$ cat src/rtl/harmonic_sequencer.sv
`timescale 1ns/1ps
// harmonic_sequencer
// Per-sample control sequencer for the additive synthesis engine. Each
// sample period it walks harmonics 0..L-1 through the sample-position,
// scaler and adder handshakes. Each harmonic is steered to channel
// (harmonic mod NUM_CH). At the end of the walk it latches the totals and
// clears the accumulators. The DAC send is issued on a fixed-rate tick.
//
// Ports
//   i_Clock            main clock
//   reset_n            asynchronous active-low reset
//   i_Max_Harmonics    runtime harmonic limit, clamped to 1..MAX_HARMONICS
//   i_Sample_Ready     sample-position value valid
//   i_Freq_Too_High    current harmonic above Nyquist, ends the walk
//   i_Scaler_Ready     per-channel scaler result valid
//   i_Adder_Ready      per-channel adder idle
//   i_Overrun_Clr      clears o_Overrun
//   o_Harmonic         current harmonic index
//   o_Next_Sample      1-cycle request for the next sample lookup
//   o_Scaler_Start     1-cycle per-channel scaler step
//   o_Scaler_Restart   1-cycle reload of the scaler initial values
//   o_Adder_Start      1-cycle per-channel accumulate strobe
//   o_Adder_Clear      1-cycle accumulator clear
//   o_Latch            1-cycle strobe, parent registers the adder totals
//   o_DAC_Send         1-cycle DAC transfer start
//   o_Harmonic_Count   harmonics accumulated in the last sample
//   o_Overrun          sticky, a tick arrived before the walk finished
//
// state       | meaning
// ------------+-----------------------------------------------------------
// WAIT_TICK   | idle, waiting for the sample tick or a deferred send
// WAIT_SAMPLE | waiting for the sample value and an idle adder on this channel
// NEXT        | decide whether to end the walk or advance the harmonic
// SCALE_START | step the scaler of the new harmonic's channel
// SCALE_WAIT  | waiting for the scaler result
// LATCH       | waiting for all adders idle, then strobe the totals
// CLEAR       | clear the accumulators

module harmonic_sequencer #(
    parameter int HARM_BITS       = 8,
    parameter int NUM_CH          = 2,
    parameter int CH_BITS         = 1,
    parameter int MAX_HARMONICS   = 100,
    parameter int TIMER_BITS      = 16,
    parameter int SAMPLE_INTERVAL = 1000
) (
    input  logic                 i_Clock,
    input  logic                 reset_n,
    input  logic [HARM_BITS-1:0] i_Max_Harmonics,
    input  logic                 i_Sample_Ready,
    input  logic                 i_Freq_Too_High,
    input  logic [NUM_CH-1:0]    i_Scaler_Ready,
    input  logic [NUM_CH-1:0]    i_Adder_Ready,
    input  logic                 i_Overrun_Clr,
    output logic [HARM_BITS-1:0] o_Harmonic,
    output logic                 o_Next_Sample,
    output logic [NUM_CH-1:0]    o_Scaler_Start,
    output logic                 o_Scaler_Restart,
    output logic [NUM_CH-1:0]    o_Adder_Start,
    output logic                 o_Adder_Clear,
    output logic                 o_Latch,
    output logic                 o_DAC_Send,
    output logic [HARM_BITS-1:0] o_Harmonic_Count,
    output logic                 o_Overrun
);

    // A single-channel build still needs a 1-bit channel index (always 0).
    localparam int CHW = (CH_BITS < 1) ? 1 : CH_BITS;

    typedef enum logic [2:0] {
        WAIT_TICK,
        WAIT_SAMPLE,
        NEXT,
        SCALE_START,
        SCALE_WAIT,
        LATCH,
        CLEAR
    } state_t;

    state_t                state;
    state_t                state_nx;

    logic [TIMER_BITS-1:0] timer;
    logic                  tick;
    logic                  missed;

    logic [HARM_BITS-1:0]  limit;
    logic [HARM_BITS-1:0]  limit_nx;
    logic [HARM_BITS-1:0]  limit_in;
    logic [HARM_BITS-1:0]  limit_last;
    logic                  pending;
    logic                  pending_nx;

    logic [CHW-1:0]        ch;
    logic [NUM_CH-1:0]     ch_sel;
    logic                  adder_ok;
    logic                  scaler_ok;
    logic                  all_idle;

    logic [HARM_BITS-1:0]  harm_nx;
    logic [HARM_BITS-1:0]  count_nx;
    logic                  next_sample_nx;
    logic [NUM_CH-1:0]     scaler_start_nx;
    logic                  scaler_restart_nx;
    logic [NUM_CH-1:0]     adder_start_nx;
    logic                  adder_clear_nx;
    logic                  latch_nx;
    logic                  dac_send_nx;
    logic                  overrun_nx;

    // The sample timer is never touched by the FSM, so the send rate stays
    // exact even when a walk overruns its period.
    assign tick = (timer == TIMER_BITS'(SAMPLE_INTERVAL - 1));

    always_ff @(posedge i_Clock or negedge reset_n) begin
        if (!reset_n) begin
            timer <= '0;
        end else if (tick) begin
            timer <= '0;
        end else begin
            timer <= timer + 1'b1;
        end
    end

    // A tick outside WAIT_TICK, including the CLEAR->WAIT_TICK cycle, is
    // an overrun and is remembered as a single deferred send.
    assign missed = tick && (state != WAIT_TICK);

    always_comb begin
        if (i_Max_Harmonics == '0) begin
            limit_in = HARM_BITS'(1);
        end else if (i_Max_Harmonics > HARM_BITS'(MAX_HARMONICS)) begin
            limit_in = HARM_BITS'(MAX_HARMONICS);
        end else begin
            limit_in = i_Max_Harmonics;
        end
    end

    // The latched limit is at least 1, so this never wraps.
    assign limit_last = limit - 1'b1;

    always_comb begin
        if (NUM_CH == 1) begin
            ch = '0;
        end else begin
            ch = o_Harmonic[CHW-1:0];
        end
    end

    always_comb begin
        ch_sel = '0;
        for (int i = 0; i < NUM_CH; i++) begin
            ch_sel[i] = (ch == CHW'(i));
        end
    end

    assign adder_ok = |(i_Adder_Ready & ch_sel);
    assign all_idle = &i_Adder_Ready;
    // The scaler ready seen while our own start pulse is still high belongs
    // to the previous step, so it is ignored.
    assign scaler_ok = (|(i_Scaler_Ready & ch_sel)) && (o_Scaler_Start == '0);

    always_comb begin
        state_nx          = state;
        harm_nx           = o_Harmonic;
        limit_nx          = limit;
        count_nx          = o_Harmonic_Count;
        next_sample_nx    = 1'b0;
        scaler_start_nx   = '0;
        scaler_restart_nx = 1'b0;
        adder_start_nx    = '0;
        adder_clear_nx    = 1'b0;
        latch_nx          = 1'b0;
        dac_send_nx       = 1'b0;
        pending_nx        = pending | missed;
        // A set in the same cycle as a clear wins.
        overrun_nx        = missed ? 1'b1 : (i_Overrun_Clr ? 1'b0 : o_Overrun);

        case (state)
            WAIT_TICK: begin
                if (tick || pending) begin
                    // Harmonic 0 runs on the scaler initial value, so it
                    // gets a restart and no scaler step.
                    dac_send_nx       = 1'b1;
                    scaler_restart_nx = 1'b1;
                    next_sample_nx    = 1'b1;
                    harm_nx           = '0;
                    limit_nx          = limit_in;
                    pending_nx        = 1'b0;
                    state_nx          = WAIT_SAMPLE;
                end
            end
            WAIT_SAMPLE: begin
                if (i_Sample_Ready && adder_ok) begin
                    adder_start_nx = ch_sel;
                    state_nx       = NEXT;
                end
            end
            NEXT: begin
                if ((o_Harmonic >= limit_last) || i_Freq_Too_High) begin
                    state_nx = LATCH;
                end else begin
                    harm_nx        = o_Harmonic + 1'b1;
                    next_sample_nx = 1'b1;
                    state_nx       = SCALE_START;
                end
            end
            SCALE_START: begin
                // o_Harmonic already holds the new index here.
                scaler_start_nx = ch_sel;
                state_nx        = SCALE_WAIT;
            end
            SCALE_WAIT: begin
                if (scaler_ok) begin
                    state_nx = WAIT_SAMPLE;
                end
            end
            LATCH: begin
                if (all_idle) begin
                    latch_nx = 1'b1;
                    count_nx = o_Harmonic + 1'b1;
                    state_nx = CLEAR;
                end
            end
            CLEAR: begin
                adder_clear_nx = 1'b1;
                state_nx       = WAIT_TICK;
            end
            default: begin
                state_nx = WAIT_TICK;
            end
        endcase
    end

    always_ff @(posedge i_Clock or negedge reset_n) begin
        if (!reset_n) begin
            state            <= WAIT_TICK;
            limit            <= HARM_BITS'(1);
            pending          <= 1'b0;
            o_Harmonic       <= '0;
            o_Next_Sample    <= 1'b0;
            o_Scaler_Start   <= '0;
            o_Scaler_Restart <= 1'b0;
            o_Adder_Start    <= '0;
            o_Adder_Clear    <= 1'b0;
            o_Latch          <= 1'b0;
            o_DAC_Send       <= 1'b0;
            o_Harmonic_Count <= '0;
            o_Overrun        <= 1'b0;
        end else begin
            state            <= state_nx;
            limit            <= limit_nx;
            pending          <= pending_nx;
            o_Harmonic       <= harm_nx;
            o_Next_Sample    <= next_sample_nx;
            o_Scaler_Start   <= scaler_start_nx;
            o_Scaler_Restart <= scaler_restart_nx;
            o_Adder_Start    <= adder_start_nx;
            o_Adder_Clear    <= adder_clear_nx;
            o_Latch          <= latch_nx;
            o_DAC_Send       <= dac_send_nx;
            o_Harmonic_Count <= count_nx;
            o_Overrun        <= overrun_nx;
        end
    end

endmodule

$ cat config.mk
export PLATFORM = sky130hd
export DESIGN_NAME = harmonic_sequencer
export DESIGN_NICKNAME = d
export VERILOG_FILES = /design/src/rtl/harmonic_sequencer.sv
export SDC_FILE = /design/constraint.sdc
export NUM_CORES = 1
export LEC_CHECK = 0
export ABC_AREA = 1
export CAP_MARGIN = 20
export CORE_MARGIN = 2
export CORE_UTILIZATION = 58
export DETAILED_ROUTE_END_ITERATION = 8
export GPL_ROUTABILITY_DRIVEN = 0
export PLACE_DENSITY = 0.85
export SETUP_SLACK_MARGIN = 0.1
export SLEW_MARGIN = 20
export SYNTH_ARGS = -nofsm -noshare
export SYNTH_HDL_FRONTEND = slang
export SYNTH_SLANG_ARGS = --single-unit
export TNS_END_PERCENT = 100
$ cat constraint.sdc
create_clock -name i_Clock -period 6.2 [get_ports i_Clock]
set_input_delay 0.62 -clock i_Clock [delete_from_list [all_inputs] [get_ports i_Clock]]
set_output_delay 0.62 -clock i_Clock [all_outputs]
set_load 0.01 [all_outputs]
---- Yosys cells after proc, flatten, opt, wreduce, memory -nomap -nowiden ----
Index checks and enable logic that the tools add are counted.
storage, ports and cells
  flip-flop bits (word level) ............. 53
  output and inout bits ................... 26
  logic and storage cells ................. 78
cells by class
  add/sub/neg operators ................... 3
  magnitude comparators ................... 2
  eq/ne operators ......................... 12
  multiplexer cells ....................... 26
  bitwise operators ....................... 4
  reductions and logical operators ........ 18
operators with widths
  cell                   number
  $mux 8                 4
  $pmux 3 s6             1
  $add 16x1->16 const B  1
  $eq 16x10->1 const B   1
  $mux 16                1
  $pmux 8 s2             1
  $mux 3                 5
  $mux 1                 10
  $ne 2x2->1 const B     5
  $eq 3x3->1 const B     3
  $add 8x1->8 const B    1
  $ge 8x8->1             1
  $gt 8x7->1 const B     1
  $logic_not 8->1        1
  $sub 8x1->8 const B    1
  $eq 3x2->1 const B     2
  $mux 2                 3
  $reduce_and 3->1       2
  $and 2x2->2            2
  $reduce_and 2->1       2
  $reduce_and 4->1       1
  $reduce_bool 2->1      2
  $reduce_or 2->1        2
  $eq 3x1->1 const B     1
  8 further kinds        11

---- Depth between registers and ports, before layout ----
  depth after elaboration ................. 6
  gate-level depth with buffers ........... 15
  depth with buffers taken out ............ 15

---- Worst setup path after synthesis ----
No wires, ideal clock.
  path type ............................... flip-flop to flip-flop
  from .................................... reg limit[0]
  to ...................................... reg o_Harmonic[0]
  setup time .............................. 0.116 ns
  data arrival time ....................... 2.009 ns
  required time ........................... 6.084 ns
  setup slack ............................. 4.074 ns
  cell stages (with the launch flop) ...... 16
  buffers on the path ..................... 1
  cells stage by stage .................... dfstp_2 -> inv_1 -> ha_1 -> nand2_1 -> nor3_1 -> xor2_1 -> inv_1 -> ha_1 -> nand2_1 -> nor2_1 -> nand2_1 -> nand3_1 -> buf_2 -> nand2_1 -> nand2_1 -> nand2_1
on the way
  longest elaborated chain between the ends .. 5
RTL lines
  what                               line  text
  from (decl)                        87    logic [HARM_BITS-1:0] limit;
  from (signal assigned)             252   limit <= limit_nx;
  $sub 8x1->8                        140   assign limit_last = limit - 1'b1;
  $ge 8x8->1                         200   if ((o_Harmonic >= limit_last) || i_Freq_Too_High) begin
  $logic_or 1x1->1                   200
  $ne 2x2->1 (no source line)        n/a
  $reduce_and 3->1 (no source line)  n/a
  to (signal assigned)               254   o_Harmonic <= harm_nx;
  to (decl)                          55    output logic [HARM_BITS-1:0] o_Harmonic,
Every way passes these cells.
A chain may end at the register's enable or synchronous reset.

---- Worst setup path after layout ----
  from .................................... reg limit[0]
  to ...................................... reg o_Harmonic[3]
Same word-level chain as after synthesis.

==> results.txt <==
Placed cell area - 3278 um2
Worst skew pair latency - 0.30 ns
Area contributors post-synth - dfrtp_1, nand2_1, inv_1
Setup-failing EPs final - 0
Setup Skew - 0.008859 ns
M1 GR Usage - 26.22%
Fmax - 0.3833 GHz
Asr flop ratio synth - 100.0%
Worst vdd ir - 0.08898 mV
Vias in the first global route - 2083
Post-synthesis simple-gate area fraction - 27.67%
Sw Ratio - 20.51%
CTS Buf Count - 5
P&R area growth vs syn - 20.10%
Design Power - 620.8 uW
DR iter-0 viols - 122
CTS tree - built
Clock transition at path regs - 0.10 ns
Final antenna-violating net count - 0
Psw - 127.3 uW
Commonest non-fill, non-tap cell in the layout - nand2_1
Startpoint Class - flop
RSZ-0062 raised after global routing - false
IO Count - 43
P_leak - 1.795 nW
Yosys top cell by area - dfrtp_1
Most frequent cells in the layout - nand2_1, dfrtp_1, nor2_1, inv_1, clkdlybuf4s50_1
Mux cell area share after synthesis - 1.195%
Clock buffer depth - 2
Top FF cell, synth - dfrtp_1
WS Path Type - reg -> reg
Syn Inst Count - 349
Total Routed Length - 5314 um
Port Buffers - 42
N_diodes - 0
Final hold violation count - 0
H-tree levels - 2
Slowest cell on crit path - or2_2
Sequential share of power - 56.1%
Worst slew pin tran - 0.6500 ns
Avg WL per Cell - 11.55 um
Hold slack - 0.4197 ns
Crit path DAT - 2.86 ns
Final nets - 420
Postcts setup bufs - 0
CP required - 6.45 ns
Tcrit/Tclk final - 42.08%
Die area - 5448 um2
CP max FO - 14
Die height - 73.81 um
Top cell type's share of synthesized area - 46.04%
Root Buffer - clkbuf_8
Dpl hpwl - 3989 um
Synthesized Nets - 377
Total track usage - 21.01%
Initial antenna violation count - 0
Rel. slew slack - 56.67%
Met2 track demand over resource - 37.30%
Buf/Inv on CP - 2
Synthesized cell area - 2826 um2
Largest net degree at the start of global routing - 54
Layout cells sized above 1 - 6.616%
Global route overflow - 0
Clock Sinks - 53
Pwr Density - 182.9 nW/um2
Syn Area/Cell - 8.099 um2
Design area - 3395 um2
Synth Area in Compound Gates - 5.401%
Adder-cell share of the synthesized area - 4.869%
Layout Utilization - 71.87%
Yosys reg bits - 53
Cell Rows - 25
Max incr delay on CP - 0.42 ns
Largest family of logic cells by synthesized area - simple AND/OR/NAND/NOR gates
First-pass GRT wire length - 8783 um
Max-cap viol count - 0
Internal power - 493.5 uW
Die Wd - 73.81 um
CP Cell Sequence - inv_1 > ha_1 > nand2_1 > nor3_1 > xor2_1 > inv_1 > ha_1 > nand2_1 > nor2_1 > nor2_1 > nand3_1 > or2_2 > nand2_1
Core Area - 4723 um2
Met3 Use GR - 3.841%
Hold Crit Class - in -> async
Pre-antenna DRT Iters - 5
Layer with the highest usage - met2
Filler instances - 372
Combinational Power Share - 4.8%
Cell variety after synth - 30
Cts repair resizes - 0
EDFF count, synth - 0
CP top delay family - simple AND/OR/NAND/NOR gates
Vias - 2286
CTS Hold Bufs - 0
Slew Limit Fails - 0
Status - complete, no violations
Register area share after synthesis - 46.97%
Clock period minus worst slack - 2.609 ns
Fin Setup TNS - 0 ns
Clk pwr share - 39.2%
DRC - 0
Yosys warning total - 0
Xor/xnor cell area share of the yosys netlist - 4.958%
Initial core utilization - 59.84%
CP Capture Type - flop
Via/cell ratio - 4.970
Cell mode on critical path - nand2_1
==> final timing paths <==
check | end | from | slack [ns] | cells past startpoint
setup / recovery | o_Harmonic[3] | limit[0] | 3.59 | 13
hold / removal | timer[4] | reset_n | 0.42 | 2
setup reg to reg | o_Harmonic[3] | limit[0] | 3.59 | 13
hold reg to reg | timer[0] | timer[0] | 0.47 | 1
max in group asynchronous | limit[1] | reset_n | 5.34 | 2
min in group i_Clock | timer[0] | timer[0] | 0.47 | 1
==> final cells by class <==
cell class	instances	area [um2]	share of cell area [%]
timing repair buffer	43	422.9	12.46
clock inverter	1	30.03	0.8846
tap	67	83.83	2.470
multi-input combinational	237	1246	36.71
clock buffer	7	86.33	2.543
inverter	52	197.7	5.824
sequential	53	1328	39.11
==> logic make-up (layout without fill, tap and decap cells) <==
logic type | count (synthesis) | after routing
buffers and inverters | 59 | 103
AND/OR/NAND/NOR | 180 | 180
multiplexers | 3 | 3
flip-flops | 53 | 53
AO/OA/AOI/OAI | 27 | 27
adder cells (fa/ha/maj) | 11 | 11
XOR/XNOR | 16 | 16
==> cells in the mapped netlist, drive strengths merged, types with 3 or more instances <==
cell type  instances
inv               52
buf                7
a21oi              8
or2                3
o21ai             15
nand3             24
nor3               9
o22ai              3
xnor2              5
mux2               3
nand4              6
nand2             84
ha                11
xor2              11
nor2              52
dfrtp             52
==> layer usage <==
layer,vias up,part of all wire (%),wire [um]
li1,1176,-,-
met1,1058,45,2412
met2,45,50,2654
met3,7,3.6,191
met4,0,1.0,55
met5,-,0,0
==> power by group through the flow <==
stage	sequential (mW)	combinational, mW	clock (mW)
after global routing	0.348	0.0335	0.259
after detailed placement	0.355	0.0303	0
after global placement	0.355	0.0296	0
final	0.348	0.0297	0.243
after floorplan	0.356	0.00695	0
after CTS	0.348	0.0304	0.245
==> registers in the layout, indices dropped and copies added (netlist names), 2 cells and up <==
signal,flops
limit,8
o_Adder_Start,2
o_Harmonic,8
o_Harmonic_Count,8
o_Scaler_Start,2
state,3
timer,16
==> through the flow <==
stage | cells | setup WS [ns]
after floorplan | 349 | 4.074
after global placement | 452 | 3.739
after detailed placement | 452 | 3.618
after CTS | 460 | 3.613
after global routing | 460 | 3.326
final | 460 | 3.591
Power figures use the tool's default switching activity.
